`src/rtl/fpu_pkg.sv`:
```
// Shared FPU constants and types for the float-to-int conversion path.
package fpu_pkg;

  localparam int FP_W  = 32;
  localparam int EXP_W = 8;
  localparam int MAN_W = 23;

  localparam logic [EXP_W-1:0] BIAS        = 8'd127;
  localparam logic [EXP_W-1:0] E_INT_LIMIT = 8'd158;
  localparam logic [EXP_W-1:0] E_HALF      = 8'd126;
  localparam logic [EXP_W-1:0] E_NO_SHIFT  = 8'd150;
  localparam logic [EXP_W-1:0] E_SPECIAL   = 8'd255;

  localparam logic [31:0] INT32_MAX = 32'h7FFF_FFFF;
  localparam logic [31:0] INT32_MIN = 32'h8000_0000;

  typedef enum logic {
    FTOI_TRUNC = 1'b0,
    FTOI_RNA   = 1'b1
  } ftoi_mode_t;

  typedef enum logic [2:0] {
    CLS_NORMAL = 3'd0,
    CLS_SMALL  = 3'd1,
    CLS_HALF   = 3'd2,
    CLS_BIG    = 3'd3,
    CLS_NAN    = 3'd4
  } ftoi_class_t;

endpackage

```
`src/rtl/ftoi_align.sv`:
```
// Classifies an FP32 exponent/mantissa and aligns the significand to an integer magnitude plus guard bit.
module ftoi_align
  import fpu_pkg::*;
(
  input  logic [EXP_W-1:0] e,
  input  logic [MAN_W-1:0] m,
  output logic [31:0]      mag,
  output logic             guard,
  output ftoi_class_t      cls
);

  logic [31:0] sig_s;
  logic [2:0]  lsh_s;
  logic [4:0]  rsh_s;

  // Classify the operand and shift the significand so its integer part lands in mag.
  always_comb begin
    sig_s = {8'd0, 1'b1, m};
    lsh_s = 3'(e - E_NO_SHIFT);
    rsh_s = 5'(E_NO_SHIFT - e);
    mag   = 32'd0;
    guard = 1'b0;
    cls   = CLS_NORMAL;
    if (e == E_SPECIAL && m != 23'd0) begin
      cls = CLS_NAN;
    end else if (e >= E_INT_LIMIT) begin
      // Only -2^31 is representable here; flag it through mag so stage 2 needs no extra state.
      cls = CLS_BIG;
      mag = (e == E_INT_LIMIT && m == 23'd0) ? INT32_MIN : 32'd0;
    end else if (e < E_HALF) begin
      cls = CLS_SMALL;
    end else if (e == E_HALF) begin
      cls = CLS_HALF;
    end else if (e >= E_NO_SHIFT) begin
      mag = sig_s << lsh_s;
    end else begin
      mag   = sig_s >> rsh_s;
      guard = sig_s[rsh_s - 5'd1];
    end
  end

endmodule

```
`src/rtl/ftoi_pipe.sv`:
```
// Two-stage FP32 to int32 converter (truncate or round-half-away) with valid/ready flow control.
module ftoi_pipe
  import fpu_pkg::*;
#(
  parameter bit PIPE_BYPASS_S2 = 1'b0
) (
  input  logic        clk,
  input  logic        rst,
  input  logic [31:0] x,
  input  logic        mode,
  input  logic        in_valid,
  output logic        in_ready,
  output logic [31:0] y,
  output logic        ovf,
  output logic        out_valid,
  input  logic        out_ready
);

  logic        s1_valid_r;
  logic        s1_sign_r;
  logic        s1_guard_r;
  ftoi_mode_t  s1_mode_r;
  ftoi_class_t s1_cls_r;
  logic [31:0] s1_mag_r;
  logic        s1_adv_s;

  logic [31:0] al_mag_s;
  logic        al_guard_s;
  ftoi_class_t al_cls_s;

  logic [31:0] rnd_s;
  logic [31:0] res_y_s;
  logic        res_ovf_s;

  ftoi_align u_align (
    .e     (x[30:23]),
    .m     (x[22:0]),
    .mag   (al_mag_s),
    .guard (al_guard_s),
    .cls   (al_cls_s)
  );

  assign in_ready = s1_adv_s;

  // Stage 1 register: sign, mode, class and aligned magnitude.
  always_ff @(posedge clk) begin
    if (rst) begin
      s1_valid_r <= 1'b0;
      s1_sign_r  <= 1'b0;
      s1_guard_r <= 1'b0;
      s1_mode_r  <= FTOI_TRUNC;
      s1_cls_r   <= CLS_SMALL;
      s1_mag_r   <= 32'd0;
    end else if (s1_adv_s) begin
      s1_valid_r <= in_valid;
      s1_sign_r  <= x[31];
      s1_guard_r <= al_guard_s;
      s1_mode_r  <= ftoi_mode_t'(mode);
      s1_cls_r   <= al_cls_s;
      s1_mag_r   <= al_mag_s;
    end
  end

  // Stage 2 datapath: round, negate and saturate according to the operand class.
  always_comb begin
    rnd_s     = s1_mag_r + {31'd0, (s1_mode_r == FTOI_RNA) & s1_guard_r};
    res_y_s   = 32'd0;
    res_ovf_s = 1'b0;
    case (s1_cls_r)
      CLS_NORMAL: res_y_s = s1_sign_r ? (32'd0 - rnd_s) : rnd_s;
      CLS_SMALL:  res_y_s = 32'd0;
      CLS_HALF: begin
        if (s1_mode_r == FTOI_RNA) begin
          res_y_s = s1_sign_r ? 32'hFFFF_FFFF : 32'd1;
        end else begin
          res_y_s = 32'd0;
        end
      end
      CLS_BIG: begin
        if (s1_sign_r && s1_mag_r[31]) begin
          res_y_s = INT32_MIN;
        end else begin
          res_y_s   = s1_sign_r ? INT32_MIN : INT32_MAX;
          res_ovf_s = 1'b1;
        end
      end
      CLS_NAN: begin
        res_y_s   = INT32_MAX;
        res_ovf_s = 1'b1;
      end
      default: begin
        res_y_s   = 32'd0;
        res_ovf_s = 1'b0;
      end
    endcase
  end

  if (PIPE_BYPASS_S2) begin : g_bypass
    assign s1_adv_s  = !s1_valid_r || out_ready;
    assign out_valid = s1_valid_r;
    assign y         = res_y_s;
    assign ovf       = res_ovf_s;
  end else begin : g_reg
    logic        s2_valid_r;
    logic [31:0] s2_y_r;
    logic        s2_ovf_r;
    logic        s2_adv_s;

    assign s2_adv_s  = !s2_valid_r || out_ready;
    assign s1_adv_s  = !s1_valid_r || s2_adv_s;
    assign out_valid = s2_valid_r;
    assign y         = s2_y_r;
    assign ovf       = s2_ovf_r;

    // Stage 2 register: result holds while the consumer stalls.
    always_ff @(posedge clk) begin
      if (rst) begin
        s2_valid_r <= 1'b0;
        s2_y_r     <= 32'd0;
        s2_ovf_r   <= 1'b0;
      end else if (s2_adv_s) begin
        s2_valid_r <= s1_valid_r;
        if (s1_valid_r) begin
          s2_y_r   <= res_y_s;
          s2_ovf_r <= res_ovf_s;
        end
      end
    end
  end

endmodule

```
`config.mk`:
```
export PLATFORM = sky130hd
export DESIGN_NAME = ftoi_pipe
export DESIGN_NICKNAME = d
export VERILOG_FILES = /design/src/rtl/fpu_pkg.sv /design/src/rtl/ftoi_align.sv /design/src/rtl/ftoi_pipe.sv
export SDC_FILE = /design/constraint.sdc
export NUM_CORES = 1
export LEC_CHECK = 0
export ABC_CLOCK_PERIOD_IN_PS = 11700
export CORE_AREA = 2 2 125 115
export CTS_CLUSTER_DIAMETER = 50
export DETAILED_ROUTE_END_ITERATION = 7
export DIE_AREA = 0 0 127 117
export GPL_TIMING_DRIVEN = 1
export PLACE_DENSITY_LB_ADDON = 0.12
export SLEW_MARGIN = 40
export SYNTH_ARGS = -nofsm -noshare
export SYNTH_HDL_FRONTEND = slang
export SYNTH_SLANG_ARGS = --single-unit
```
`constraint.sdc`:
```
create_clock -name clk -period 11.7 [get_ports clk]
set_clock_uncertainty 0.1 [all_clocks]
set_input_delay 2.34 -clock clk [delete_from_list [all_inputs] [get_ports clk]]
set_output_delay 2.34 -clock clk [all_outputs]
set_load 0.02 [all_outputs]
```
## After elaboration in Yosys (flattened, before gate mapping)

Index checks and enable logic that the tools add are counted.

| storage, ports and cells | value |
|---|---|
| output and inout port bits | 35 |
| register bits after elaboration | 73 |
| ROM bits | 0 |
| memory bits (writable) | 0 |
| input port bits | 37 |
| word-level logic and storage cells | 63 |
| bits in latches | 0 |
| memories | 0 |

| operators by class | value |
|---|---|
| reductions and logical operators | 11 |
| magnitude comparators | 4 |
| multipliers | 0 |
| divide/modulo/power cells | 0 |
| multiplexer cells | 25 |
| $add $sub $neg | 5 |
| shift-type cells | 2 |
| equality and inequality tests | 6 |
| bitwise logic cells | 1 |

Operator list:

| operator | number |
|---|---|
| 2-to-1 mux 32 bit | 11 |
| case mux 32 bit (4 select lines) | 1 |
| adder 32 x 1 -> 32 bit | 1 |
| left shift 24 x 3 -> 32 bit | 1 |
| >> shifter 24 x 5 -> 32 bit | 1 |
| subtractor 1 x 32 -> 32 bit, first input constant | 1 |
| logical NOT 23 bit | 1 |
| nonzero test 23 bit | 1 |
| == test 8 bit, second input constant | 2 |
| >= comparator 8 bit, second input constant | 2 |
| 2-to-1 mux 3 bit | 3 |
| == test 8 x 7 -> 1 bit, second input constant | 1 |
| less-than comparator 8 x 7 -> 1 bit, second input constant | 1 |
| 2-to-1 mux 1 bit | 7 |
| == test 3 x 2 -> 1 bit, second input constant | 2 |
| less-than comparator 5 x 6 -> 1 bit, second input constant | 1 |
| binary-select mux 1 bit (select 5 bit) | 1 |
| subtractor 5 x 1 -> 5 bit, second input constant | 1 |
| subtractor 5 bit, first input constant | 1 |
| == test 3 bit, second input constant | 1 |
| logical AND 1 bit | 3 |
| logical NOT 3 bit | 1 |
| subtractor 3 bit, second input constant | 1 |
| logical NOT 1 bit | 2 |
| 5 further kinds | 6 |

## Longest topological paths before layout

Gate-level depths: netlist (run 1).

| depth | value |
|---|---|
| depth in word-level cells | 9 |
| gate-level depth with buffers | 14 |
| depth with buffers taken out | 11 |

## By module

Synthesis (run 1) repeated with hierarchy kept, for this count alone.

| unflattened totals | value |
|---|---|
| cells, all modules | 1,002 |
| area total of the unflattened synthesis | 7,435.9 um^2 |

Modules (own cells, without submodules):

| module | area an instance (um^2) | instances | sequential area each (um^2) | cells each |
|---|---|---|---|---|
| ftoi_pipe | 4,645.7 | 1 | 1,461.4 | 595 |
| ftoi_align | 2,790.2 | 1 | 0.0 | 407 |

## Least setup slack after synthesis (run 1)

No wires, ideal clock.

| path | value |
|---|---|
| path type | input-to-output |
| from | input out_ready |
| to | output in_ready |
| setup slack | 5.962 ns |
| cell stages on the path | 5 |
| buffers on the path | 2 |
| arrival time | 3.298 ns |
| data required time | 9.260 ns |
| cell sequence | nor2b_1 > and2_1 > clkbuf_1 > clkbuf_1 > inv_1 |

| on the way | value |
|---|---|
| word-level cells in the longest chain between the ends | 2 |

RTL lines:

| element | line | text |
|---|---|---|
| from (decl) | ftoi_pipe.sv:16 | `input logic out_ready` |
| logical OR 1 bit | ftoi_pipe.sv:109 | `assign s2_adv_s = !s2_valid_r \|\| out_ready;` |
| logical OR 1 bit | ftoi_pipe.sv:110 | `assign s1_adv_s = !s1_valid_r \|\| s2_adv_s;` |
| to (decl) | ftoi_pipe.sv:12 | `output logic in_ready,` |

Every way passes these cells.

## Worst setup path after layout (run 1)

Ends and elaborated chain as after synthesis.

==> results of run 1 <==
## flip-flops by register name, indices dropped and copies added, names as in the netlist
signal,flops
s1_mag_r,32
y,32
s1_cls_r,3
out_valid,1
ovf,1
s1_guard_r,1
s1_mode_r,1
s1_sign_r,1
s1_valid_r,1
## stage by stage
stage               hold slack (ps)  utilization  setup WS, ps  std cells  power (µW)
CTS                           395.5       0.6054          5509       1114       831.3
global route                  417.6       0.6064          5423       1115       865.1
detailed placement            386.4       0.5787          5505       1098       500.8
floorplan                     334.2            -          5962        914       431.5
finish                        384.6       0.6064          5517       1115       830.9
global placement              380.2       0.5771          5542       1098       496.3
## tightest hold or removal path, cell delays in order, from the launching register on
cell and delay, ps:
dfxtp_1 320, nand2_1 60, o2bb2ai_1 60
## how the worst max path moves through the flow
stage / end / slack (ps) / startpoint
after floorplan: in_ready / 5960 / out_ready
after global placement: in_ready / 5540 / out_ready
after detailed placement: in_ready / 5500 / out_ready
after CTS: in_ready / 5510 / out_ready
after global routing: in_ready / 5420 / out_ready
final: in_ready / 5520 / out_ready
## routing by layer
layer / GRT usage / up-vias / wire [µm]
met5: 0 / - / 0
li1: - / 3465 / -
met2: 0.4670 / 241 / 10020
met3: 0.03864 / 25 / 1394
met1: 0.4222 / 3548 / 10000
met4: 0.07033 / 0 / 273
## kinds of logic (layout without fill, tap and decap cells)
| kind of cell | count (synthesis) | in the layout | synth area share |
|---|---|---|---|
| xor+xnor | 66 | 66 | 0.08147 |
| fa+ha+maj | 9 | 9 | 0.01550 |
| buf+inv | 87 | 116 | 0.06596 |
| simple gates | 335 | 335 | 0.2413 |
| flops | 73 | 73 | 0.2012 |
| compound gates | 256 | 256 | 0.2406 |
| mux | 88 | 88 | 0.1540 |
## power by group through the flow
stage                     Sequential (µW)  Clock [µW]  Combinational [µW]
after floorplan                       263           0                 169
after global routing                  259         344                 262
after global placement                264           0                 233
final                                 259         329                 243
after detailed placement              264           0                 237
after CTS                             259         335                 238
## cell type report
cell class              count  area [µm²]  area share
flip-flops and latches     73        1461      0.1766
clock inverters             4       97.59     0.01179
inverters                  14       52.55    0.006351
multi-input cells         754        5366      0.6486
clock buffers              12       266.5     0.03221
repair buffers             86       814.5     0.09844
well taps                 172       215.2     0.02601
## cell usage in the layout (no fill, tap or decap), types with 11 or more instances in the layout
master	synthesis	final
nor2_1	95	95
nand2_1	89	89
dfxtp_1	73	73
clkdlybuf4s50_1	0	68
mux2i_1	60	60
a21oi_1	57	57
o21ai_0	44	43
xnor2_1	42	42
a22oi_1	33	33
o22ai_1	27	27
nand3_1	23	23
xor2_1	23	22
nor3_1	20	18
mux4_2	18	18
buf_4	2	15
nor2b_1	14	14
inv_1	12	12
a32oi_1	12	12
or3_1	11	11
==> results by group, run 1 <==
Setup path
  – Path depth of the worst reg2reg path: 11
  – Crit path top cell by count: clkdlybuf4s50_1
  – Critical path's top delay family: buffers and inverters
  – CP max stage delay: 630 ps
  – Worst path depth: 5
  – Reg2reg end: y[26]
  – Crit path DAT: 3740 ps
  – Max Fanout on Critical Path: 4
  – Element type at the critical path end: output port
  – Setup crit start kind: input pin
  – Critical path data required time: 9260 ps
  – Worst r2r src: s1_mode_r
  – Reg2reg setup slack: 7800 ps
  – WP buf/inv: 3
  – Crit Path Category: input pin to output port
  – Worst path slowest cell: clkdlybuf4s50_1
  – CP cell instances: clkdlybuf4s50_1 -> nor2b_1 -> and2_1 -> inv_1 -> clkdlybuf4s50_1

Die
  – Die height: 117 µm
  – FP Rows: 41
  – Initial Util: 0.5324
  – Die X: 127 µm
  – CORE AREA: 13650 µm²
  – Area of the die: 14860 µm²
  – # IOs: 72

Yosys
  – Post-synth EDFFs: 0
  – Syn nets: 960
  – Post-synth top area share: 0.2012
  – Yosys warnings: 0
  – Synth area leader: dfxtp_1
  – Area contributors post-synth: dfxtp_1 20%, mux2i_1 8.3%, mux4_2 5.6%, xnor2_1 5.1%, nor2_1 4.9%
  – Post-Syn Area: 7264 µm²
  – Post-synth top flop: dfxtp_1
  – Most common cell in the synthesized netlist: nor2_1
  – Mapped Cells: 914
  – Sequential-to-total area share from yosys stat: 0.2012
  – Yosys cell types: 91
  – Asr flop ratio synth: 0
  – Commonest cells post-synth: 95 x nor2_1, 89 x nand2_1, 73 x dfxtp_1
  – Mapped Avg Cell Area: 7.948 µm²
  – Number of synthesized register bits: 73

CTS
  – # clock sinks: 73
  – Clock Pin Slew Worst Setup and Hold Paths: 60 ps
  – Total CTS buffers: 9
  – Setup bufs post-CTS: 0
  – Hold buffer count at cts: 0
  – Skew-Pair Late Insertion Delay: 340 ps
  – CTS Root Cell: clkbuf_16
  – CTS Buffer Depth: 2
  – TritonCTS clock tree: done
  – Post-CTS Resized: 0
  – # H-tree levels: 3

Placed design
  – Post-DP Area: 7896 µm²
  – Final Wtd Congestion: 0.9606
  – Port Buffer Count: 71
  – HPWL after DPL: 16050 µm

Worst hold path
  – Worst Hold Path Cells: 2
  – Hold endpoint: s1_guard_r
  – Hold path start: s1_guard_r
  – Hold WC Path Type: flop to flop

Finish
  – Diodes inserted: 0
  – Final instance area: 8274 µm²
  – Share of layout cells above drive strength 1: 0.1166
  – # nets final: 984
  – Fillers: 1242
  – Area delta synth->final: 13.90%

Detailed routing
  – Routed length per instance: 19.45 µm
  – Final wirelength: 21690 µm
  – Routed via count: 7279
  – Vias/cell: 6.528
  – DRC marker count from the first detailed-route iteration: 931
  – ANT nets after route: 0
  – DRT Pass-1 Iters: 5
  – DRC viols: 0

Pwr
  – Pleak: 0.003071 µW
  – Flop pwr share: 0.311
  – Sw frac: 0.3078
  – Power Density: 100.4 nW/µm²
  – Power Internal: 575.2 µW
  – Worst vdd ir: 0.06692 mV
  – Comb pwr share: 0.293
  – Clock Power Share: 0.396
  – Sw power: 255.7 µW

Timing
  – Final setup violation count: 0
  – Final min period: 6183 ps
  – Rel. slew slack: 0.4628
  – Pins Over Slew Limit: 0
  – Setup TNS: 0 ps
  – Worst-Margin Slew: 805.8 ps
  – Period utilization: 0.5284
  – Maximum clock rate: 0.1617 GHz
  – Unrepaired setup endpoints after global routing: false
  – Hold Vio Cnt, Final: 0

GRT
  – Total gr overflow: 0
  – GRT Total Usage: 0.2921
  – First-pass GRT wire length: 34670 µm
  – Vias in the first global route: 6647
  – Initial antenna violation count: 0
  – Largest net degree at the start of global routing: 79

Job
  – Max-Cap Viols: 0

Run status
  – Status: complete, no violations
Note: power is estimated with default switching activity, not from simulation.
==> inputs of run 2 (changes only) <==
- ABC_CLOCK_PERIOD_IN_PS: 11700 -> 5800
- clock period: 11.7 -> 5.8 ns (I/O delays scaled with it)
==> results by group, run 2 (same netlist as run 1, synthesis figures left out) <==
Finish
  – Final Core Density: 0.6076 (was 0.6064)
  – Commonest cells after routing, fill and taps aside: 95 x nor2_1, 89 x nand2_1, 73 x dfxtp_1 (unchanged)
  – Area delta synth->final: 14.12% (was 13.90%)
  – Share of layout cells above drive strength 1: 0.1195 (was 0.1166)
  – Diodes inserted: 0 (unchanged)
  – # nets final: 987 (was 984)
  – Most common cell after layout, fill and taps aside: nor2_1 (unchanged)

Worst hold path
  – Worst Hold Path Cells: 2 (unchanged)
  – Hold WC Path Type: flop to flop (unchanged)
  – Hold endpoint: y[5] (was s1_guard_r)
  – Hold path start: y[5] (was s1_guard_r)

CTS
  – Hold buffer count at cts: 0 (unchanged)
  – CTS Root Cell: clkbuf_16 (unchanged)
  – CTS Buffer Depth: 2 (unchanged)
  – Total CTS buffers: 9 (unchanged)
  – Clock Pin Slew Worst Setup and Hold Paths: 60 ps (about the same)
  – Setup bufs post-CTS: 0 (unchanged)
  – # clock sinks: 73 (unchanged)
  – Post-CTS Resized: 0 (unchanged)
  – # H-tree levels: 3 (unchanged)
  – TritonCTS clock tree: done (unchanged)
  – Skew-Pair Late Insertion Delay: 330 ps (was 340 ps)

GRT
  – First-pass GRT wire length: 35680 µm (was 34670 µm)
  – Vias in the first global route: 6821 (was 6647)
  – Initial antenna violation count: 0 (unchanged)
  – Total gr overflow: 0 (unchanged)
  – Largest net degree at the start of global routing: 60 (was 79)
  – GRT Total Usage: 0.3005 (was 0.2921)

Die
  – FP Rows: 41 (unchanged)
  – Initial Util: 0.5324 (unchanged)
  – Area of the die: 14860 µm² (unchanged)
  – CORE AREA: 13650 µm² (unchanged)
  – # IOs: 72 (unchanged)
  – Die X: 127 µm (unchanged)
  – Die height: 117 µm (unchanged)

Timing
  – Unrepaired setup endpoints after global routing: false (unchanged)
  – Worst-Margin Slew: 853.9 ps (was 805.8 ps)
  – Hold Vio Cnt, Final: 0 (unchanged)
  – Final min period: 4196 ps
  – Hold_ws: 407.8 ps (was 384.6 ps)
  – Setup TNS: 0 ps (unchanged)
  – Rel. slew slack: 0.4307 (was 0.4628)
  – Maximum clock rate: 0.2383 GHz
  – Pins Over Slew Limit: 0 (unchanged)
  – Final setup violation count: 0 (unchanged)
  – Period utilization: 0.7235

Pwr
  – Power Density: 201.8 nW/µm² (was 100.4 nW/µm²)
  – Worst vdd ir: 0.1339 mV (was 0.06692 mV)
  – Pleak: 0.003081 µW (was 0.003071 µW)

Setup path
  – Crit Path Category: input pin to flop (was input pin to output port)
  – Worst r2r src: s1_mode_r (unchanged)
  – Max Fanout on Critical Path: 59 (was 4)
  – Crit path DAT: 4310 ps (was 3740 ps)
  – Reg2reg setup slack: 2040 ps (was 7800 ps)
  – Setup crit start kind: input pin (unchanged)
  – CP cell instances: buf_2 -> buf_4 -> ha_1 -> xnor2_1 -> buf_4 -> nor2_1 -> xnor3_1 -> mux2i_1 -> mux2i_1 -> mux4_2 -> or2_2 -> o2bb2ai_1 (was clkdlybuf4s50_1 -> nor2b_1 -> and2_1 -> inv_1 -> clkdlybuf4s50_1)
  – Path depth of the worst reg2reg path: 11 (unchanged)
  – Critical path data required time: 5910 ps (was 9260 ps)
  – CP max stage delay: 540 ps (was 630 ps)
  – Worst path slowest cell: buf_4 (was clkdlybuf4s50_1)
  – Element type at the critical path end: flop (was output port)
  – Reg2reg end: y[26] (unchanged)

Detailed routing
  – DRC viols: 0 (unchanged)
  – Final wirelength: 22420 µm (was 21690 µm)
  – ANT nets after route: 0 (unchanged)
  – DRT Pass-1 Iters: 5 (unchanged)
  – Routed length per instance: 20.05 µm (was 19.45 µm)
  – Routed via count: 7316 (was 7279)
  – DRC marker count from the first detailed-route iteration: 776 (was 931)
  – Vias/cell: 6.544 (was 6.528)

Placed design
  – HPWL after DPL: 16880 µm (was 16050 µm)
  – Port Buffer Count: 71 (unchanged)
  – Final Wtd Congestion: 0.9647 (was 0.9606)

Run status
  – Status: complete, no violations (unchanged)

Job
  – Max-Cap Viols: 0 (unchanged)
-- run 2: power breakdown --
part | switching (µW) | internal, µW
registers | 12.5 | 510
clock network | 210 | 444
logic | 298 | 199
total | 520 | 1150
-- run 2: how the worst max path moves through the flow --
| stage | slack [ps] | startpoint | end | cells after the start |
|---|---|---|---|---|
| floorplan | 1380 | x[23] | s1_mag_r[3] | 12 |
| global placement | 1380 | x[16] | s1_mag_r[3] | 8 |
| detailed placement | 1280 | x[23] | s1_guard_r | 12 |
| CTS | 1630 | x[23] | s1_guard_r | 12 |
| global route | 1390 | x[16] | s1_mag_r[2] | 9 |
| finish | 1600 | x[23] | s1_guard_r | 12 |
-- run 2: cell type report --
type / instances / area (µm²)
clock buffer: 12 / 256.5
clock inverter: 4 / 98.84
inverter: 14 / 52.55
sequential: 73 / 1461
tap: 172 / 215.2
multi-input combinational: 754 / 5369
timing repair buffer: 89 / 837.1
fill: 1228 / 5355
-- run 2: critical path, delay by kind of cell --
kind                     cells  cell delay [ps]
AO/OA/AOI/OAI                1              120
XOR/XNOR                     2              550
adder cells (fa/ha/maj)      1              400
buffers and inverters        3              910
multiplexers                 3              810
AND/OR/NAND/NOR              2              360
-- run 2: per-layer routing --
| metal | track usage | share of wire |
|---|---|---|
| met3 | 0.05227 | 0.071 |
| met5 | 0 | 0 |
| met1 | 0.4268 | 0.46 |
| met2 | 0.4821 | 0.46 |
| met4 | 0.06813 | 0.013 |
-- run 2: metrics by stage --
step / instance area (µm²) / cells / power (µW) / setup WS (ps)
detailed placement: 7921 / 1101 / 1016 / 1280
floorplan: 7264 / 914 / 870.4 / 1381
global route: 8290 / 1118 / 1737 / 1390
finish: 8290 / 1118 / 1673 / 1604
CTS: 8277 / 1117 / 1670 / 1626
global placement: 7898 / 1101 / 1010 / 1380
